<file path="config.mk">
export PLATFORM = sky130hd
export DESIGN_NAME = id_ex_operand_stage
export DESIGN_NICKNAME = d
export VERILOG_FILES = /design/src/rtl/id_ex_operand_stage.sv
export SDC_FILE = /design/constraint.sdc
export NUM_CORES = 1
export LEC_CHECK = 0
export ABC_CLOCK_PERIOD_IN_PS = 2600
export CORE_AREA = 2 2 166 168
export CTS_CLUSTER_SIZE = 10
export DETAILED_ROUTE_END_ITERATION = 6
export DIE_AREA = 0 0 168 170
export GPL_ROUTABILITY_DRIVEN = 0
export PLACE_DENSITY_LB_ADDON = 0.3
export SLEW_MARGIN = 20
export SYNTH_ARGS = -nofsm -noshare
export SYNTH_HDL_FRONTEND = slang
export SYNTH_SLANG_ARGS = --single-unit
</file>
<file path="constraint.sdc">
create_clock -name clk -period 2.6 [get_ports clk]
set_input_delay 0.65 -clock clk [delete_from_list [all_inputs] [get_ports clk]]
set_output_delay 0.65 -clock clk [all_outputs]
set_load 0.02 [all_outputs]
</file>
<file path="src/rtl/id_ex_operand_stage.sv">
// ID/EX stage: captures regfile reads, forwards from EX/MEM and MEM/WB, and stalls on ALU/load-use hazards.
// Define HAZARD_STATS_EN to add saturating stall_cycles / flush_count counters.
module id_ex_operand_stage #(
    parameter int WIDTH    = 64,
    parameter int ZERO_REG = 31
) (
    input  logic             clk,
    input  logic             reset,
    input  logic             id_valid,
    input  logic [4:0]       id_rs1,
    input  logic [4:0]       id_rs2,
    input  logic             id_rs1_used,
    input  logic             id_rs2_used,
    input  logic [4:0]       id_rd,
    input  logic             id_regwrite,
    input  logic             id_memread,
    input  logic [WIDTH-1:0] rf_data1,
    input  logic [WIDTH-1:0] rf_data2,
    input  logic             exmem_regwrite,
    input  logic             exmem_memread,
    input  logic [4:0]       exmem_rd,
    input  logic [WIDTH-1:0] exmem_result,
    input  logic             memwb_regwrite,
    input  logic [4:0]       memwb_rd,
    input  logic [WIDTH-1:0] memwb_data,
    input  logic             flush,
    output logic             stall,
    output logic             ex_valid,
    output logic [WIDTH-1:0] ex_opA,
    output logic [WIDTH-1:0] ex_opB,
    output logic [4:0]       ex_rd,
    output logic             ex_regwrite,
    output logic             ex_memread
`ifdef HAZARD_STATS_EN
    ,
    output logic [31:0]      stall_cycles,
    output logic [31:0]      flush_count
`endif
);
    // Handshake: id_valid qualifies the decode fields; the instruction moves into EX on a rising
    // edge when id_valid && !stall && !flush, otherwise EX receives a bubble. ex_valid qualifies ex_*.
    localparam logic [4:0] ZR = 5'(ZERO_REG);

    logic             r_ex_valid;
    logic [WIDTH-1:0] r_ex_opa;
    logic [WIDTH-1:0] r_ex_opb;
    logic [4:0]       r_ex_rd;
    logic             r_ex_regwrite;
    logic             r_ex_memread;

    logic [WIDTH-1:0] w_opa;
    logic [WIDTH-1:0] w_opb;
    logic             w_haz1;
    logic             w_haz2;
    logic             w_haz;

    // A producer matching a non-zero rs can never itself target the zero register.
    function automatic logic [WIDTH-1:0] sel_operand(
        input logic [4:0]       rs,
        input logic [WIDTH-1:0] rf,
        input logic             em_rw,
        input logic             em_mr,
        input logic [4:0]       em_rd,
        input logic [WIDTH-1:0] em_res,
        input logic             mw_rw,
        input logic [4:0]       mw_rd,
        input logic [WIDTH-1:0] mw_data
    );
        if (rs == ZR)
            return '0;
        else if (em_rw && !em_mr && (em_rd == rs))
            return em_res;
        else if (mw_rw && (mw_rd == rs))
            return mw_data;
        else
            return rf;
    endfunction

    always_comb begin
        w_opa = sel_operand(id_rs1, rf_data1, exmem_regwrite, exmem_memread, exmem_rd,
                            exmem_result, memwb_regwrite, memwb_rd, memwb_data);
        w_opb = sel_operand(id_rs2, rf_data2, exmem_regwrite, exmem_memread, exmem_rd,
                            exmem_result, memwb_regwrite, memwb_rd, memwb_data);
    end

    assign w_haz1 = id_rs1_used && (id_rs1 != ZR) &&
                    ((r_ex_valid && r_ex_regwrite && (r_ex_rd == id_rs1)) ||
                     (exmem_regwrite && exmem_memread && (exmem_rd == id_rs1)));
    assign w_haz2 = id_rs2_used && (id_rs2 != ZR) &&
                    ((r_ex_valid && r_ex_regwrite && (r_ex_rd == id_rs2)) ||
                     (exmem_regwrite && exmem_memread && (exmem_rd == id_rs2)));
    assign w_haz  = id_valid && (w_haz1 || w_haz2);
    assign stall  = w_haz && !flush;

    // Flush and stall both insert a bubble; operand registers keep their old contents.
    always_ff @(posedge clk or negedge reset) begin
        if (!reset) begin
            r_ex_valid    <= 1'b0;
            r_ex_opa      <= '0;
            r_ex_opb      <= '0;
            r_ex_rd       <= '0;
            r_ex_regwrite <= 1'b0;
            r_ex_memread  <= 1'b0;
        end else if (flush || w_haz) begin
            r_ex_valid    <= 1'b0;
            r_ex_rd       <= '0;
            r_ex_regwrite <= 1'b0;
            r_ex_memread  <= 1'b0;
        end else begin
            r_ex_valid    <= id_valid;
            r_ex_rd       <= id_valid ? id_rd : 5'd0;
            r_ex_regwrite <= id_valid && id_regwrite;
            r_ex_memread  <= id_valid && id_memread;
            r_ex_opa      <= w_opa;
            r_ex_opb      <= w_opb;
        end
    end

    assign ex_valid    = r_ex_valid;
    assign ex_opA      = r_ex_opa;
    assign ex_opB      = r_ex_opb;
    assign ex_rd       = r_ex_rd;
    assign ex_regwrite = r_ex_regwrite;
    assign ex_memread  = r_ex_memread;

`ifdef HAZARD_STATS_EN
    logic [31:0] r_stall_cycles;
    logic [31:0] r_flush_count;

    always_ff @(posedge clk or negedge reset) begin
        if (!reset) begin
            r_stall_cycles <= '0;
            r_flush_count  <= '0;
        end else begin
            if (stall && (r_stall_cycles != 32'hFFFF_FFFF))
                r_stall_cycles <= r_stall_cycles + 32'd1;
            if (flush && (r_flush_count != 32'hFFFF_FFFF))
                r_flush_count <= r_flush_count + 32'd1;
        end
    end

    assign stall_cycles = r_stall_cycles;
    assign flush_count  = r_flush_count;
`endif

endmodule

</file>
==> qor.yml, run 1 <==
status:
  status: "finished with violations"
  violations: "setup timing"
critical_path:
  r2r_cells: 11
  cp.arrival_ps: 2030
  worst-path-max-fanout: 3
  r2r_setup_slack_ps: 200
  reg2reg_from: "ex_rd[2]"
  r2r-end: "ex_opA[6]"
  crit_type: "input port to output port"
  worst_setup_path_end_kind: "output port"
  start_kind: "input port"
  cp_data_required_time_ps: 1950
  critPathLaunch: "id_rs1[2]"
synthesis:
  synth_top_area_cell: "dfrtp_1"
  netlist_area_um2: 7960
  synthFlopType: "dfrtp_1"
  yosys-top-cells-area: "dfrtp_1, a22o_1, nand2_1"
  synthCells: 948
  synth_common_cells: "nand2_1, dfrtp_1, o21ai_0, a22o_1, a21oi_1"
  synth_top_family_by_area: "compound AO/OA/AOI/OAI gates"
  seq_area_frac_synth: 0.427
  syn_nets: 1240
  synth_edf_count: 0
  synth.distinct_cells: 29
  synth_top_area_frac: 0.427
  synth.most_common_cell: "nand2_1"
  synthXorXnorAreaFrac: 0.0297
  yosys_warnings: 0
  synth-compound-area-share: 0.358
  synth.area.mux_share: 0.00267
  synth-simple-area-share: 0.121
  synthArstFlopShare: 1.00
  synthAdderAreaFrac: 0
  synth_seq_cells: 136
  syn_area_per_cell_um2: 8.40
grt:
  grt_max_degree: 72
  overflow: 0
  antenna_found_initial: 1
  grt_pass1_wl_um: 56200
  grtUsageTotal: 0.254
  grt_pass1_vias: 10100
placed_design:
  io_buffers: 428
  dp_hpwl_um: 27200
timing:
  finalSetupViolations: 1
  drv_slew: 0
  grt_setup_unrepaired: "true"
  relSlewSlack: 0.716
  layout_setup_ws_ps: -83.1
  fin_crit_sh: 1.03
  fin_crit_ps: 2680
  skew_ps: 6.82
  fmax_mhz: 373
  hold_viol: 0
  worst_pin_slew_ps: 426
  worst_hold_slack_ps: 115
floorplanning:
  io-pin-count: 429
  die-area_um2: 28600
  chipWidth_um: 168
  core_um2: 26700
  rows: 60
  die_h_um: 170
  start_util: 0.299
power:
  ir_drop_mv: 0.459
  power.total_mw: 7.13
  p_leak_nw: 6.25
  p_per_area_nw_per_um2: 489
hold_path:
  hold_class: "input port to async pin"
detailed_routing:
  drt_pre_antenna_iters: 5
  vias: 9833
  drtAntennaViolNets: 0
  drt-initial-drc-count: 785
  drt-total-wl_um: 37500
  drc: 0
  wire_per_inst_um: 20.8
  vias_per_cell: 5.46
run:
  drv_cap: 0
cells_and_area:
  drive_above_1_share: 0.146
  syn_to_final_growth_pct: 83.0
  nNetsFinal: 1740
  fin_util: 0.547
  nFillCells: 2451
  seq_area_um2: 3400
  multi_input_area_um2: 4180
cts:
  htreeDepth: 4
  cts-buffers-inserted: 17
  cts_root_buf: "clkbuf_16"
  clock-sinks: 136
  ctsLongestPathBuffers: 2
  clk-insertion-delay-late_ps: 410
  clk_pin_slew_worst_paths_ps: 70
  ctsHoldBuffers: 0
  cts_tree: "yes"
[power breakdown]
group	internal, mW	leakage [nW]	switching [mW]	total (mW)
combinational	1.16	4.29	0.950	2.11
sequential	2.34	1.67	0.143	2.48
clock	1.54	0.289	0.993	2.53
total	5.04	6.25	2.09	7.13
[per-layer routing]
metal	wire length (um)	part of all wire	track usage
met3	3240	0.086	0.0544
met1	14800	0.40	0.309
met4	1470	0.039	0.121
met5	0	0	0
met2	18000	0.48	0.428
[through the flow]
step	setup TNS, ps	instances	area (um2)	setup slack, ps
floorplan	0	948	7960	85.0
global placement	-51260	1749	13600	-891
detailed placement	-57960	1749	13600	-909
CTS	-97.4	1799	14500	-97.4
global route	-170	1802	14600	-170
finish	-83.1	1802	14600	-83.1
[final cells by class]
type / instances / share of cell area
repair buffers: 577 / 0.408
multi-input cells: 713 / 0.287
flip-flops and latches: 136 / 0.234
clock buffers: 18 / 0.0301
well taps: 341 / 0.0293
clock inverters: 13 / 0.0117
inverters: 3 / 0.000773
diodes: 1 / 0.000172
[worst max path at each step]
stage / end / cells past startpoint
floorplan: stall / 7
global placement: stall / 8
detailed placement: stall / 8
CTS: stall / 7
global route: stall / 9
finish: stall / 9
[worst max-delay path: stages]
cell and delay, ps:
clkdlybuf4s15_2 190, xor2_1 150, nor4_2 290, buf_4 190, nand4_1 110, o21ai_2 90, a21oi_1 90, nor2_1 120
buf_4 160
[registers in the layout, summed over array words and instances, names as in the netlist]
| name | flops |
|---|---|
| ex_memread | 1 |
| ex_opA | 64 |
| ex_opB | 64 |
| ex_rd | 5 |
| ex_regwrite | 1 |
| ex_valid | 1 |
[cells by family (layout without fill, tap and decap cells)]
group | count (synthesis) | after routing
compound gates | 451 | 451
flops | 136 | 136
simple gates | 233 | 233
xor+xnor | 27 | 27
mux | 2 | 2
buf+inv | 99 | 611
other cells | 0 | 1
[layout by cell type, fill, tap and decap left out, types with 4 or more instances in the layout]
| master | instances |
|---|---|
| xor2_1 | 16 |
| dfrtp_1 | 136 |
| buf_12 | 30 |
| buf_16 | 6 |
| nand3_1 | 4 |
| a31oi_1 | 70 |
| o21ai_0 | 128 |
| nand4_1 | 4 |
| xnor2_1 | 9 |
| a22o_1 | 127 |
| a21oi_1 | 116 |
| and2_1 | 8 |
| nand2_1 | 198 |
| buf_6 | 7 |
| clkbuf_16 | 19 |
| clkdlybuf4s50_1 | 411 |
| buf_4 | 108 |
| buf_2 | 6 |
[repair_timing]
action | 4_1_cts | 5_1_grt
buffers inserted | 15 | 2
cloned | 7 | 2
setup endpoints to repair | 62 | 55
resized for setup | 68 | 4
pin swaps | 15 | 4
(Power assumes the default switching activity.)
==> inputs of run 2 (changes only) <==
- CTS_CLUSTER_SIZE: 10 -> unset
==> results of run 2 <==
Same layout as run 1: the final DEF is identical, and so are final timing and power.
==> inputs of run 3 (changes only) <==
- GPL_TIMING_DRIVEN: unset -> 0
- SETUP_SLACK_MARGIN: unset -> 0.2
==> run 3 against run 2 <==
The run still ends with setup timing left. Hold slack better by 29 ps. Largest power group is now sequential cells. Design area down 3.4%. Cell count down 1.3%. Highest routed layer is now met5. Utilization down 1.9 points.
==> qor.yml, run 3 (synthesized netlist as in run 1, its figures left out) <==
grt:
  overflow: 0  # unchanged
  grt_pass1_wl_um: 57800  # was 56,200 um
  grt_pass1_vias: 9555  # was 10,100
  grt_max_degree: 84  # was 72
  antenna_found_initial: 3  # was 1
  grtUsageTotal: 0.267  # was 0.254
critical_path:
  crit_chain: "buf_2 > xor2_2 > nor4_2 > nand4_1 > a21oi_2 > a21oi_2 > nor2_4 > buf_6"  # was clkdlybuf4s15_2 > xor2_1 > nor4_2 > buf_4 > nand4_1 > o21ai_2 > a21oi_1 > nor2_1 > buf_4
  reg2reg_from: "ex_rd[0]"  # was ex_rd[2]
  cp_data_required_time_ps: 1950  # about the same
  r2r_cells: 9  # was 11
  crit_family: "simple AND/OR/NAND/NOR gates"  # was buffers and inverters
  cp.arrival_ps: 2060  # was 2030 ps
  cp.depth: 8  # was 9
  crit_top_cell: "a21oi_2"  # was buf_4
  crit_path_top_delay_cell: "nor4_2"  # unchanged
  cp_num_buf_inv: 2  # was 3
  worst-path-max-fanout: 4  # was 3
  critPathLaunch: "id_rs2[0]"  # was id_rs1[2]
  endpoint: "stall"  # unchanged
  r2r-end: "ex_opA[40]"  # was ex_opA[6]
  crit_type: "input port to output port"  # unchanged
  r2r_setup_slack_ps: 220  # was 200 ps
  critPathMaxStageDelay_ps: 320  # was 290 ps
  worst_setup_path_end_kind: "output port"  # unchanged
  start_kind: "input port"  # unchanged
timing:
  fmax_mhz: 369  # was 373 MHz
  layout_setup_ws_ps: -113  # was -83.1 ps
  grt_setup_unrepaired: "true"  # unchanged
  drv_slew: 0  # unchanged
  worst_pin_slew_ps: 796  # was 426 ps
  hold_viol: 0  # unchanged
  finalSetupViolations: 1  # unchanged
  worst_hold_slack_ps: 144  # was 115 ps
  skew_ps: 9.62  # was 6.82 ps
  fin_crit_ps: 2710  # was 2680 ps
  relSlewSlack: 0.466  # was 0.716
  fin_crit_sh: 1.04  # was 1.03
detailed_routing:
  drt-initial-drc-count: 962  # was 785
  vias_per_cell: 5.59  # was 5.46
  drtAntennaViolNets: 0  # unchanged
  drc: 0  # unchanged
  vias: 9947  # was 9,833
  drt-total-wl_um: 41500  # was 37,500 um
  wire_per_inst_um: 23.3  # was 20.8 um
  drt_pre_antenna_iters: 6  # was 5
run:
  drv_cap: 0  # unchanged
power:
  ir_drop_mv: 0.451  # was 0.459 mV
  p_sw_mw: 2.13  # was 2.09 mW
  p_sw_frac: 0.303  # was 0.293
  pwr-share-seq: 0.353  # was 0.348
  power.internal_mw: 4.89  # was 5.04 mW
  p_leak_nw: 5.93  # was 6.25 nW
  p_comb_frac: 0.298  # was 0.296
  power.total_mw: 7.02  # was 7.13 mW
  p_per_area_nw_per_um2: 498  # was 489 nW/um2
  p_clk_frac: 0.349  # was 0.356
placed_design:
  dp_hpwl_um: 30000  # was 27,200 um
  place_area_um2: 12700  # was 13,600 um2
  io_buffers: 425  # was 428
cells_and_area:
  fin_area_um2: 14100  # was 14,600 um2
  layout_commonest_cell: "clkdlybuf4s50_1"  # unchanged
  drive_above_1_share: 0.125  # was 0.146
  final_cell_mix: "clkdlybuf4s50_1, nand2_1, dfrtp_1"  # unchanged
  nNetsFinal: 1717  # was 1,740
  syn_to_final_growth_pct: 76.8  # was 83.0%
cts:
  ctsHoldBuffers: 0  # unchanged
  htreeDepth: 4  # unchanged
  cts_tree: "yes"  # unchanged
  clock-sinks: 136  # unchanged
  cts-buffers-inserted: 17  # unchanged
  ctsLongestPathBuffers: 2  # unchanged
  cts_root_buf: "clkbuf_16"  # unchanged
  clk_pin_slew_worst_paths_ps: 70  # about the same
  clk-insertion-delay-late_ps: 410  # about the same
floorplanning:
  die-area_um2: 28600  # unchanged
  io-pin-count: 429  # unchanged
  die_h_um: 170  # unchanged
  rows: 60  # unchanged
  start_util: 0.299  # unchanged
  chipWidth_um: 168  # unchanged
  core_um2: 26700  # unchanged
hold_path:
  hold_class: "input port to async pin"  # unchanged
status:
  status: "finished with violations"  # unchanged
  violations: "setup timing"  # unchanged
## run 3: cell types whose count changed in the layout (fill, tap and decap cells not counted), sizes merged, moves of 2 or more
cell / previous run / this run
clkbuf: 20 / 82
buf: 157 / 76
inv: 6 / 4
dlygate4sd2: 2 / 0
clkinv: 4 / 7
clkinvlp: 3 / 1
## run 3: worst min path at each step
stage                      end  slack [ps]  cells after the start
floorplan           ex_memread         350                      0
global placement    ex_opB[40]         490                      1
detailed placement   ex_opB[5]         490                      1
CTS                 ex_opA[50]         160                      1
global route        ex_opA[47]         160                      1
finish              ex_opA[50]         140                      1
## run 3: per-stage QoR
stage | std cells | TNS, ps | util | setup slack (ps)
after floorplan | 948 | 0 | - | 224
after global placement | 1714 | -803940 | 0.475 | -4900
after detailed placement | 1717 | -117970 | 0.477 | -1130
after CTS | 1755 | -69.4 | 0.506 | -69.4
after global routing | 1778 | -199 | 0.528 | -199
final | 1779 | -113 | 0.528 | -113
## run 3: layout make-up
class	instances	area, um2
buffer	96	763
fill	2450	12600
antenna	2	5.00
multi-input combinational	714	4300
inverter	3	11.3
timing repair buffer	457	4600
clock buffer	19	443
sequential	136	3400
clock inverter	11	126
tap	341	427
## run 3: routing by layer
layer / vias to the layer above / track usage / part of all wire
met5: - / 0 / 0.00031
met1: 4814 / 0.323 / 0.39
met3: 78 / 0.0705 / 0.087
li1: 4447 / - / -
met4: 2 / 0.0972 / 0.030
met2: 606 / 0.458 / 0.49
## run 3: timing repair
action	in CTS	in global routing
setup buffers	8	15
hold endpoints to repair	0	0
pin swaps	10	99
resized for setup	85	133
gates cloned	0	7
setup endpoints to repair	136	124
## run 3: power groups by stage
| stage | clock network, mW | logic [mW] | registers [mW] |
|---|---|---|---|
| 4_1_cts | 2.47 | 2.02 | 2.48 |
| 3_3_place_gp | 0 | 1.96 | 2.51 |
| 6_report | 2.45 | 2.09 | 2.48 |
| 3_5_place_dp | 0 | 1.99 | 2.51 |
| 2_1_floorplan | 0 | 0.512 | 2.77 |
| 5_1_grt | 2.55 | 2.20 | 2.50 |
